$ cat src/rtl/uart_mmio_fifo.sv
// Memory-mapped UART buffer: TX/RX FIFOs, occupancy counts, sticky overflow flags, flush control.
// Optional TX->RX loopback path is built only when UART_MMIO_LOOPBACK_EN is defined.
module uart_mmio_fifo #(
  parameter int TX_DEPTH = 16,
  parameter int RX_DEPTH = 16
) (
  input  logic        clk,
  input  logic        rst,
  input  logic        sel,
  input  logic [3:0]  addr,
  input  logic        wr_valid,
  input  logic [31:0] wr_data,
  output logic [31:0] rd_data,
  output logic [7:0]  tx_byte,
  output logic        tx_valid,
  input  logic        tx_ready,
  input  logic [7:0]  rx_byte,
  input  logic        rx_ready,
  output logic        rx_ack
);
  localparam int TPW = $clog2(TX_DEPTH);
  localparam int TCW = TPW + 1;
  localparam int RPW = $clog2(RX_DEPTH);
  localparam int RCW = RPW + 1;

  typedef enum logic [1:0] {TX_IDLE, TX_SEND, TX_GUARD} tx_state_t;
  typedef enum logic [1:0] {RX_IDLE, RX_ACK, RX_GUARD} rx_state_t;

  tx_state_t tx_state, tx_state_nxt;
  rx_state_t rx_state, rx_state_nxt;

  logic wr_tx, wr_pop, wr_ctrl;
  logic tx_flush, rx_flush, flag_clr;
  assign wr_tx    = sel && wr_valid && (addr == 4'h0);
  assign wr_pop   = sel && wr_valid && (addr == 4'h3);
  assign wr_ctrl  = sel && wr_valid && (addr == 4'h8);
  assign tx_flush = wr_ctrl && wr_data[0];
  assign rx_flush = wr_ctrl && wr_data[1];
  assign flag_clr = wr_ctrl && wr_data[2];

  logic unused_ok;
  assign unused_ok = ^wr_data[31:3];

  // ---------------- TX FIFO ----------------
  logic [7:0]     tx_mem [TX_DEPTH];
  logic [TPW-1:0] tx_wp, tx_rp;
  logic [TCW-1:0] tx_cnt;
  logic           tx_full, tx_empty, tx_do_push, tx_do_pop;
  logic [7:0]     tx_head;

  assign tx_full    = (tx_cnt == TCW'(TX_DEPTH));
  assign tx_empty   = (tx_cnt == '0);
  assign tx_head    = tx_mem[tx_rp];
  assign tx_do_push = wr_tx && !tx_full && !tx_flush;
  assign tx_do_pop  = (tx_state == TX_SEND) && !tx_empty && !tx_flush;

  always_ff @(posedge clk or posedge rst) begin
    if (rst) begin
      tx_wp <= '0; tx_rp <= '0; tx_cnt <= '0;
    end else if (tx_flush) begin
      tx_wp <= '0; tx_rp <= '0; tx_cnt <= '0;
    end else begin
      if (tx_do_push) tx_wp <= tx_wp + TPW'(1);
      if (tx_do_pop)  tx_rp <= tx_rp + TPW'(1);
      case ({tx_do_push, tx_do_pop})
        2'b10:   tx_cnt <= tx_cnt + TCW'(1);
        2'b01:   tx_cnt <= tx_cnt - TCW'(1);
        default: ;
      endcase
    end
  end

  always_ff @(posedge clk)
    if (tx_do_push) tx_mem[tx_wp] <= wr_data[7:0];

  // ---------------- RX FIFO ----------------
  logic [7:0]     rx_mem [RX_DEPTH];
  logic [RPW-1:0] rx_wp, rx_rp;
  logic [RCW-1:0] rx_cnt;
  logic           rx_full, rx_empty, rx_push, rx_do_push, rx_do_pop;
  logic [7:0]     rx_head, rx_push_data;

  // Loopback hooks; tied off when the feature is not built.
  logic tx_go, lb_push, rx_en, lb_rd;

  assign rx_full    = (rx_cnt == RCW'(RX_DEPTH));
  assign rx_empty   = (rx_cnt == '0);
  assign rx_head    = rx_mem[rx_rp];
  assign rx_push    = (rx_state == RX_ACK) || lb_push;
  assign rx_push_data = lb_push ? tx_byte : rx_byte;
  assign rx_do_push = rx_push && !rx_full && !rx_flush;
  assign rx_do_pop  = wr_pop && !rx_empty && !rx_flush;

  always_ff @(posedge clk or posedge rst) begin
    if (rst) begin
      rx_wp <= '0; rx_rp <= '0; rx_cnt <= '0;
    end else if (rx_flush) begin
      rx_wp <= '0; rx_rp <= '0; rx_cnt <= '0;
    end else begin
      if (rx_do_push) rx_wp <= rx_wp + RPW'(1);
      if (rx_do_pop)  rx_rp <= rx_rp + RPW'(1);
      case ({rx_do_push, rx_do_pop})
        2'b10:   rx_cnt <= rx_cnt + RCW'(1);
        2'b01:   rx_cnt <= rx_cnt - RCW'(1);
        default: ;
      endcase
    end
  end

  always_ff @(posedge clk)
    if (rx_do_push) rx_mem[rx_wp] <= rx_push_data;

  // ---------------- Loopback ----------------
`ifdef UART_MMIO_LOOPBACK_EN
  logic loopback, lb_xfer;

  always_ff @(posedge clk or posedge rst) begin
    if (rst)          loopback <= 1'b0;
    else if (wr_ctrl) loopback <= wr_data[3];
  end

  // Route chosen at hand-over so a mid-byte mode change cannot split a transfer.
  always_ff @(posedge clk or posedge rst) begin
    if (rst)                                lb_xfer <= 1'b0;
    else if (tx_state == TX_IDLE && tx_go)  lb_xfer <= loopback;
  end

  assign tx_go    = !tx_empty && (loopback ? !rx_full : tx_ready);
  assign tx_valid = (tx_state == TX_SEND) && !lb_xfer;
  assign lb_push  = (tx_state == TX_SEND) && lb_xfer;
  assign rx_en    = !loopback;
  assign lb_rd    = loopback;
`else
  assign tx_go    = !tx_empty && tx_ready;
  assign tx_valid = (tx_state == TX_SEND);
  assign lb_push  = 1'b0;
  assign rx_en    = 1'b1;
  assign lb_rd    = 1'b0;
`endif

  // ---------------- TX drain FSM ----------------
  always_ff @(posedge clk or posedge rst) begin
    if (rst) tx_state <= TX_IDLE;
    else     tx_state <= tx_state_nxt;
  end

  always_comb begin
    tx_state_nxt = tx_state;
    case (tx_state)
      TX_IDLE:  if (tx_go) tx_state_nxt = TX_SEND;
      TX_SEND:  tx_state_nxt = TX_GUARD;
      TX_GUARD: tx_state_nxt = TX_IDLE;
      default:  tx_state_nxt = TX_IDLE;
    endcase
  end

  always_ff @(posedge clk or posedge rst) begin
    if (rst)                               tx_byte <= 8'h00;
    else if (tx_state == TX_IDLE && tx_go) tx_byte <= tx_head;
  end

  // ---------------- RX fill FSM ----------------
  always_ff @(posedge clk or posedge rst) begin
    if (rst) rx_state <= RX_IDLE;
    else     rx_state <= rx_state_nxt;
  end

  always_comb begin
    rx_state_nxt = rx_state;
    case (rx_state)
      RX_IDLE:  if (rx_ready && !rx_full && rx_en) rx_state_nxt = RX_ACK;
      RX_ACK:   rx_state_nxt = RX_GUARD;
      RX_GUARD: rx_state_nxt = RX_IDLE;
      default:  rx_state_nxt = RX_IDLE;
    endcase
  end

  assign rx_ack = (rx_state == RX_ACK);

  // ---------------- Sticky flags ----------------
  logic tx_ovf, rx_ovf, tx_ovf_set, rx_ovf_set;
  // A byte discarded by a same-cycle flush is not an overflow.
  assign tx_ovf_set = wr_tx && tx_full && !tx_flush;
  assign rx_ovf_set = rx_ready && rx_full && !rx_flush;

  always_ff @(posedge clk or posedge rst) begin
    if (rst) begin
      tx_ovf <= 1'b0; rx_ovf <= 1'b0;
    end else begin
      if (tx_ovf_set)    tx_ovf <= 1'b1;
      else if (flag_clr) tx_ovf <= 1'b0;
      if (rx_ovf_set)    rx_ovf <= 1'b1;
      else if (flag_clr) rx_ovf <= 1'b0;
    end
  end

  // ---------------- Read mux ----------------
  always_comb begin
    rd_data = '0;
    if (sel) begin
      case (addr)
        4'h0: rd_data[0] = !tx_full;
        4'h2: rd_data[0] = !rx_empty;
        4'h3: if (!rx_empty) rd_data[7:0] = rx_head;
        4'h4: rd_data[15:0] = {8'(rx_cnt), 8'(tx_cnt)};
        4'h8: rd_data[3:0] = {lb_rd, 1'b0, tx_ovf, rx_ovf};
        default: ;
      endcase
    end
  end

endmodule

$ cat config.mk
export PLATFORM = sky130hd
export DESIGN_NAME = uart_mmio_fifo
export DESIGN_NICKNAME = d
export VERILOG_FILES = /design/src/rtl/uart_mmio_fifo.sv
export SDC_FILE = /design/constraint.sdc
export NUM_CORES = 1
export LEC_CHECK = 0
export CAP_MARGIN = 20
export CORE_MARGIN = 5
export CORE_UTILIZATION = 29
export CTS_BUF_LIST = sky130_fd_sc_hd__clkbuf_8 sky130_fd_sc_hd__clkbuf_16
export DETAILED_ROUTE_END_ITERATION = 8
export REMOVE_ABC_BUFFERS = 1
export SYNTH_ARGS = -nofsm -noshare
export SYNTH_HDL_FRONTEND = slang
export SYNTH_SLANG_ARGS = --single-unit
$ cat constraint.sdc
create_clock -name clk -period 5.2 [get_ports clk]
set_clock_uncertainty 0.05 [all_clocks]
set_input_delay 0.52 -clock clk [delete_from_list [all_inputs] [get_ports clk]]
set_output_delay 0.52 -clock clk [all_outputs]
set_load 0.01 [all_outputs]
After elaboration in Yosys (flattened, before gate mapping)
Memories as Yosys holds them, arrays and structs flattened. A register that Yosys moved wholly into a read port is not among the register bits.
Index checks and enable logic that the tools add are counted.
{"block": "totals", "output_inout_bits": 42, "register_bits": 32, "wordCells": 104, "latchBits": 0, "in_bits": 50, "mem_bits_rw": 256, "mem_bits_ro": 0, "mem_count": 2}
{"memory": "rx_mem", "depth": 16, "width": 8, "rd": 1, "rd_ports_with_merged_regs": 0, "write_ports": 1, "line": "77", "rtl": "logic [7:0] rx_mem [RX_DEPTH];"}
{"memory": "tx_mem", "depth": 16, "width": 8, "rd": 1, "rd_ports_with_merged_regs": 1, "write_ports": 1, "line": "45", "rtl": "logic [7:0] tx_mem [TX_DEPTH];"}
{"block": "op_classes", "multipliers": 0, "muxes": 29, "bitwise_logic": 0, "n_reduce_logical": 41, "magnitude_cmp": 0, "n_eq_ne": 14, "shift": 0, "div": 0, "addsub": 8}
{"cell": "$mux W4", "count": 8}
{"cell": "$logic_and A1 B1 Y1", "count": 22}
{"cell": "$pmux W5 S2", "count": 2}
{"cell": "$add A4 B1 Y4 const B", "count": 4}
{"cell": "$mux W5", "count": 3}
{"cell": "$mux W13", "count": 1}
{"cell": "$reduce_bool A2 Y1", "count": 6}
{"cell": "$add A5 B1 Y5 const B", "count": 2}
{"cell": "$eq A5 B5 Y1 const B", "count": 2}
{"cell": "$logic_not A5 Y1", "count": 2}
{"cell": "$sub A5 B1 Y5 const B", "count": 2}
{"cell": "$pmux W3 S3", "count": 1}
{"cell": "$eq A2 B1 Y1 const B", "count": 4}
{"cell": "$eq A4 B2 Y1 const B", "count": 2}
{"cell": "$mux W8", "count": 1}
{"cell": "$pmux W2 S2", "count": 2}
{"cell": "$pmux W4 S2", "count": 1}
{"cell": "$mux W1", "count": 7}
{"cell": "$logic_not A1 Y1", "count": 6}
{"cell": "$reduce_bool A3 Y1", "count": 2}
{"cell": "$pmux W1 S5", "count": 1}
{"cell": "$eq A2 B2 Y1 const B", "count": 2}
{"cell": "$eq A4 B3 Y1 const B", "count": 1}
{"cell": "$eq A4 B4 Y1 const B", "count": 1}
{"cell": "4 further kinds", "count": 7}

Depth between registers and ports, before layout
Gate-level depths: netlist of run 1.
{"block": "logic_depth", "depth_word": 8, "mapped_depth": 12, "ltp_nobuf": 11}

Worst setup path before layout of run 1
OpenSTA, ideal clock, no wires.
{"block": "synth_timing", "path_type": "input to register", "from": "in addr[0]", "to": "mem tx_mem[5][0] (enable)", "slack_ns": 2.516, "arrival_time_ns": 2.251, "n_path_buf": 2, "path_stages": 6, "setup_time_ns": 0.383, "cell_sequence": "buf_2 nand4bb_1 a2111oi_4 buf_4 nand2_1 nor3_1"}
{"block": "synth_via", "elab_chain_len": 7}
{"item": "start: declaration", "line": "10", "rtl": "input logic [3:0] addr,"}
{"item": "$eq A4 B4 Y1", "line": "36", "rtl": "assign wr_ctrl = sel && wr_valid && (addr == 4'h8);"}
{"item": "$logic_and A1 B1 Y1", "line": "36"}
{"item": "$logic_and A1 B1 Y1", "line": "37", "rtl": "assign tx_flush = wr_ctrl && wr_data[0];"}
{"item": "$logic_not A1 Y1", "line": "54", "rtl": "assign tx_do_push = wr_tx && !tx_full && !tx_flush;"}
{"item": "$logic_and A1 B1 Y1 *", "line": "54"}
{"item": "$mux W1 *", "line": "74", "rtl": "if (tx_do_push) tx_mem[tx_wp] <= wr_data[7:0];"}
{"item": "$mux W1 (implied by the code) *", "line": "74"}
{"item": "end: declaration", "line": "45"}
Mark *: on every way between the ends. The rest lies on a longest branch, timed or not.

Worst setup path in the final report of run 1
{"block": "layout_timing", "from": "in addr[2]", "to": "out rd_data[5]"}
{"block": "layout_via", "elab_chain_len": 3}
{"item": "$eq A4 B3 Y1 / $eq A4 B2 Y1 (equally long branches)", "line": "201", "rtl": "case (addr)"}
{"item": "$pmux W4 S2 *", "line": "201"}
{"item": "$mux W13 *", "line": "200", "rtl": "if (sel) begin"}
{"item": "end: declaration", "line": "13", "rtl": "output logic [31:0] rd_data,"}
Marks and branches as above.

==> results of run 1 <==
layer usage:
metal / part of all wire [%] / up-vias
met1: 43 / 3196
li1: - / 2835
met5: 0 / -
met3: 4.2 / 31
met4: 1.6 / 0
met2: 51 / 106
flip-flops by register name, indices dropped and copies added (netlist names), 4 cells and up:
signal / cells
rx_rp: 4
rx_mem: 128
rx_cnt: 5
rx_wp: 4
tx_mem: 128
tx_byte: 8
tx_cnt: 5
tx_wp: 4
tx_rp: 4
cells by family (layout without fill, tap and decap cells):
family          count (synthesis)  count (layout)
xor+xnor                       15              15
mux                            91              91
fa+ha+maj                      14              14
buf+inv                        79             144
flops                         296             296
compound gates                 62              62
simple gates                  138             138
other cells                     1              19
Yosys cell counts (2+ instances only):
cell type | n | area, um^2
edfxtp_1 | 256 | 7687
mux4_2 | 78 | 1757
dfrtp_1 | 40 | 1001
nor2_1 | 36 | 135.1
nand2_1 | 24 | 90.09
buf_4 | 23 | 172.7
and2_1 | 21 | 131.4
inv_1 | 21 | 78.83
clkbuf_1 | 19 | 71.32
ha_1 | 14 | 175.2
a21oi_1 | 12 | 60.06
mux2_2 | 9 | 101.4
nand3_1 | 9 | 45.04
nor2b_1 | 9 | 56.30
o21ai_0 | 9 | 45.04
xor2_1 | 9 | 78.83
buf_2 | 8 | 40.04
a211oi_1 | 7 | 52.55
nor3_1 | 6 | 30.03
xnor2_1 | 6 | 52.55
nand4_1 | 5 | 31.28
o21ai_1 | 5 | 25.02
buf_6 | 4 | 45.04
mux2i_1 | 4 | 40.04
nor4_1 | 4 | 25.02
a22o_1 | 3 | 26.28
a31oi_1 | 3 | 18.77
and3_1 | 3 | 18.77
buf_1 | 3 | 11.26
nand2b_1 | 3 | 18.77
nand3b_1 | 3 | 22.52
o31ai_1 | 3 | 22.52
a22oi_1 | 2 | 15.01
nor3b_1 | 2 | 15.01
nor4_4 | 2 | 42.54
o2111ai_1 | 2 | 17.52
o31a_1 | 2 | 17.52
worst paths after layout:
| path | startpoint | end | depth (start not counted) |
|---|---|---|---|
| setup / recovery | addr[2] | rd_data[5] | 6 |
| hold / removal | rst | rx_state[1]$_DFFE_PP0P_ | 2 |
| setup reg to reg | rx_state[1]$_DFFE_PP0P_ | rx_mem[10][0]$_DFFE_PP_ | 5 |
| hold reg to reg | rx_state[0]$_DFFE_PP0P_ | rx_state[0]$_DFFE_PP0P_ | 1 |
| max in group asynchronous | rst | rx_rp[0]$_DFFE_PP0P_ | 3 |
| min in group clk | rx_state[0]$_DFFE_PP0P_ | rx_state[0]$_DFFE_PP0P_ | 1 |
worst max-delay path, delay by kind of cell:
| family | cells | cell delay [ns] |
|---|---|---|
| buffers and inverters | 2 | 1.23 |
| AND/OR/NAND/NOR | 2 | 0.65 |
| AO/OA/AOI/OAI | 2 | 1.00 |
report_power, final:
group / switching [mW] / internal (mW) / total (mW)
Sequential: 0.295 / 2.77 / 3.06
Clock: 0.884 / 1.18 / 2.06
Combinational: 0.706 / 0.829 / 1.54
area by class of cell:
class / instances / area, um^2 / area share [%]
Inverter: 22 / 82.58 / 0.5645
Clock inverter: 26 / 180.2 / 1.232
Sequential cell: 296 / 8691 / 59.41
Clock buffer: 31 / 775.7 / 5.303
Multi-Input combinational cell: 339 / 3547 / 24.25
Timing Repair Buffer: 65 / 620.6 / 4.242
Tap cell: 585 / 732.0 / 5.003
cell usage in the layout (no fill, tap or decap), drive strengths merged, types with 3 or more instances in the layout:
cell           Yosys  layout
xnor2              6       6
nand2             24      24
conb               1      19
clkbuf            19      31
ha                14      14
and3               3       3
o21ai             16      16
nand3b             3       3
nand2b             4       4
dfrtp             40      40
mux2i              4       4
nor2              36      36
xor2               9       9
buf               38      17
a211oi             9       9
nor3               7       7
nor3b              3       3
clkdlybuf4s50      0      48
o31ai              3       3
nand3              9       9
mux2               9       9
nor2b              9       9
a21oi             12      12
nor4               6       6
a22o               3       3
and2              21      21
nand4              5       5
edfxtp           256     256
clkinv             0      16
a31oi              3       3
inv               22      29
mux4              78      78
stage by stage:
stage | power [mW] | utilization [%]
3_3_place_gp | 4.639 | 31.77
4_1_cts | 6.752 | 33.99
6_report | 6.659 | 34.04
3_5_place_dp | 4.674 | 31.77
2_1_floorplan | 4.139 | -
5_1_grt | 7.002 | 34.04
==> summary.txt, run 1 <==
Status - finished clean
PD cells - 455.2 nW/um^2
Core area - 42980 um^2
Drt via density - 4.522
Max Cap Violations - 0
Adder-cell share of the synthesized area - 1.394%
Initial antenna violation count - 0
Gr busiest metal - met2
XOR/XNOR Fraction of Synth Area - 1.046%
Setup TNS - 0 ns
Placed cell areas - 13650 um^2
CTS tree - built
Hold WS - 0.09796 ns
Syn_area_per_cell - 18.05 um^2
GRT met1 Usage - 14.24%
Post-CTS setup buffers - 0
Number of CTS-inserted buffers - 31
Min Tclk post-route - 3.966 ns
Max Freq - 0.2521 GHz
Final slew viol count - 0
Die W - 218.2 um
Clock transition at path regs - 0.06 ns
Cell Count, Final, Fillers Out - 1364
Area growth, synth to finish - 16.42%
H-tree level count - 1
Post-synthesis cell type count - 64
Post-Syn Area - 12570 um^2
PostCTS Resize Cnt - 0
DR WL/cell - 18.51 um
Largest net degree at the start of global routing - 41
Via count - 6168
Worst-path fanout max - 9
Initial Util - 29.24%
Worst R2R Setup Slack - 2.07 ns
CP max-delay cell - clkdlybuf4s50_1
Gr usage total - 10.58%
Die height - 218.2 um
Port-buffer cells - 48
Design Area, Final - 14630 um^2
Compound-Gate Fraction of Synth Area - 3.794%
Mux contribution to synthesized area - 15.11%
First-pass GRT wire length - 39430 um
Hold_buf cts - 0
Crit path capture type - output port
Fill cells - 4123
WP data required - 4.63 ns
Lkg Pwr - 4.779 nW
Post-synthesis sequential area ratio - 69.14%
Synth Instances - 696
Maximum vdd ir drop - 241.2 uV
Worst path max stage delay - 0.66 ns
Relative slew slack - 35.29%
Slew @ Worst Pin - 0.9671 ns
Most common flop cell mapped by yosys - edfxtp_1
Antenna Cells - 0
First-pass iteration count of the detailed router - 4
Clock root cell - clkbuf_16
Async set-reset flop share out of synthesis - 13.51%
Core Rows - 76
Number of flops mapped to enable cells by yosys - 256
CP Cell Sequence - clkdlybuf4s50_1, nand2b_1, a211oi_1, nand3_1, a211oi_1, clkdlybuf4s50_1
Hold Vio Cnt, Final - 0
1st-iter DRT viols - 368
Setup WS post-layout - 1.234 ns
RSZ-0062 raised after global routing - no
Clk buf depth - 3
GP Congestion - 0.7514
Remaining DRCs - 0
Type of the worst min-delay path - in2async
Final #Nets - 819
I/O pins - 92
Vias in the first global route - 6499
Ratio of final minimum period to clock period - 76.27%
Die area - 47590 um^2
Skew-Pair Late Insertion Delay - 0.56 ns
Synth Register Bits - 296
Global route overflow - 0
Yosys warning count - 0
Met3 Track Usage GR - 1.856%
Final setup vio count - 0
CP Data Arrival Time - 3.40 ns
Worst Path Class, Setup - in2out
Post-Synth Simple-Gate Area - 6.124%
Layout cell share with drive strength beyond 1 - 21.82%
Dpl ws - 1.263 ns
Cell total after placement - 1306
M2 GR Usage - 18.18%
Startpoint type of the worst setup path - input port
Post-DP HPWL - 16630 um
Clk sink count - 296
Post-DRT Antenna Nets - 0
Largest family of logic cells by synthesized area - multiplexers
Final WL - 25250 um
Note: power is estimated with default switching activity, not from simulation.
==> run 2, diff against run 1 <==
- clock period: 5.2 -> 3.89 ns (I/O delays scaled with it)
==> run 2 against run 1 <==
Against the previous run: wire length up 0.47%; combinational power up 40%; total power up 40%; global-route usage about the same; critical path depth shrank 1; via count is 1.6% higher; sequential share of layout area shrank 1.2 points; clock power up 51%; die area stayed put; highest routed layer unchanged; hold slack improved by 0.046 ns.
==> summary.txt, run 2 (synthesis results as in run 1) <==
Status - finished clean
Sw Pwr - 2.588 mW
Die area - 47590 um^2
Type of the worst min-delay path - in2async
Placed cell areas - 13790 um^2
Via count - 6269
Vias in the first global route - 6438
Global route overflow - 0
Clk sink count - 296
H-tree level count - 2
Most common cell after layout, fill and taps aside - edfxtp_1
Worst R2R Setup Slack - 0.82 ns
Worst reg2reg startpoint - rx_state[1]$_DFFE_PP0P_
Clock root cell - clkbuf_16
Hold_buf cts - 0
PD cells - 623.9 nW/um^2
Worst Reg-to-Reg Cells - 5
Clock power frac - 33.4%
Largest regs - rx_mem x128, tx_mem x128, tx_byte x8
Worst Path Class, Setup - reg2out
Gate power share - 23.1%
I/O pins - 92
Startpoint type of the worst setup path - register
Number of CTS-inserted buffers - 34
Remaining DRCs - 0
Core area - 42980 um^2
Cell total after placement - 1321
PostCTS Resize Cnt - 0
Setup TNS - 0 ns
Initial antenna violation count - 0
First-pass iteration count of the detailed router - 5
Antenna Cells - 0
Clock transition at path regs - 0.06 ns
First-pass GRT wire length - 39440 um
Clk buf depth - 3
Die W - 218.2 um
Maximum vdd ir drop - 306.7 uV
Final setup vio count - 0
Most frequent cells in the layout - 256 x edfxtp_1, 78 x mux4_2, 48 x clkdlybuf4s50_1
Post-CTS setup buffers - 0
Reg power frac - 43.5%
GP Congestion - 0.7806
Gr usage total - 10.61%
CTS tree - built
Post-layout util - 34.72%
Post-DP HPWL - 16450 um
Final WL - 25370 um
Relative slew slack - 56.34%
DR WL/cell - 18.32 um
RSZ-0062 raised after global routing - no
Lkg Pwr - 4.948 nW
Design Area, Final - 14920 um^2
Sw Share - 27.79%
Cell Count, Final, Fillers Out - 1385
Area growth, synth to finish - 18.77%
Min Tclk post-route - 3.599 ns
CP startpoint - rx_cnt[1]$_DFFE_PP0P_
Drt via density - 4.526
Max Cap Violations - 0
Slew @ Worst Pin - 0.6511 ns
Skew-Pair Late Insertion Delay - 0.51 ns
WP data required - 3.45 ns
Core Rows - 76
Initial Util - 29.24%
Port-buffer cells - 48
Final #Nets - 838
Hold Vio Cnt, Final - 0
Largest net degree at the start of global routing - 41
Die height - 218.2 um
1st-iter DRT viols - 425
Layout cell share with drive strength beyond 1 - 24.25%
Reg2Reg Capture Point - rx_mem[8][7]$_DFFE_PP_
Pint - 6.723 mW
Crit path capture type - output port
CP Data Arrival Time - 3.16 ns
Ratio of final minimum period to clock period - 92.52%
Worst-path fanout max - 11
Post-DRT Antenna Nets - 0
Final slew viol count - 0
Max Freq - 0.2778 GHz
## run 2: worst max-delay path: stages (launching register included)
cell and delay (ns):
dfrtp_1 0.57, nor4_4 0.13, a211oi_1 0.37, nand3_1 0.34, a211oi_1 0.58, clkdlybuf4s50_1 0.65
## run 2: cell type report
type | count | area (um^2)
Fill cell | 4083 | 28060
Multi-Input combinational cell | 339 | 3547
Inverter | 22 | 82.58
Clock buffer | 37 | 892.1
Tap cell | 585 | 732.0
Sequential cell | 296 | 8691
Timing Repair Buffer | 81 | 765.7
Clock inverter | 25 | 214.0
## run 2: layer usage
layer	wire length, um	track usage, %	vias to the layer above
li1	-	-	2868
met1	11680	15.21	3238
met2	12250	16.98	134
met3	1109	1.967	29
met4	331	2.345	0
met5	0	0	-
## run 2: worst max path at each step
stage	end	cells past startpoint	slack (ns)
after floorplan	rd_data[0]	4	0.69
after global placement	rd_data[5]	6	0.39
after detailed placement	rd_data[5]	6	0.40
after CTS	rd_data[3]	6	0.24
after global routing	rd_data[5]	5	0.11
final	rd_data[5]	5	0.29
## run 2: power groups by stage
stage                     logic, mW  clock network [mW]  registers (mW)
after detailed placement       2.19                   0            4.12
after global routing           2.36                3.35            4.10
final                          2.15                3.11            4.05
after floorplan                1.34                   0            4.20
after global placement         2.17                   0            4.11
after CTS                      2.20                3.19            4.06
## run 2: through the flow
step	hold slack, ns	setup slack, ns	power (mW)
after global routing	0.1697	0.1088	9.807
after floorplan	0.3659	0.6851	5.533
after global placement	0.3806	0.3893	6.278
final	0.1444	0.2908	9.311
after detailed placement	0.3821	0.3972	6.314
after CTS	0.3899	0.2360	9.447
==> run 3, diff against run 2 <==
- CTS_CLUSTER_SIZE: not set -> 16
==> results of run 3 <==
Same layout as run 2: the final DEF is identical, and so are final timing and power.
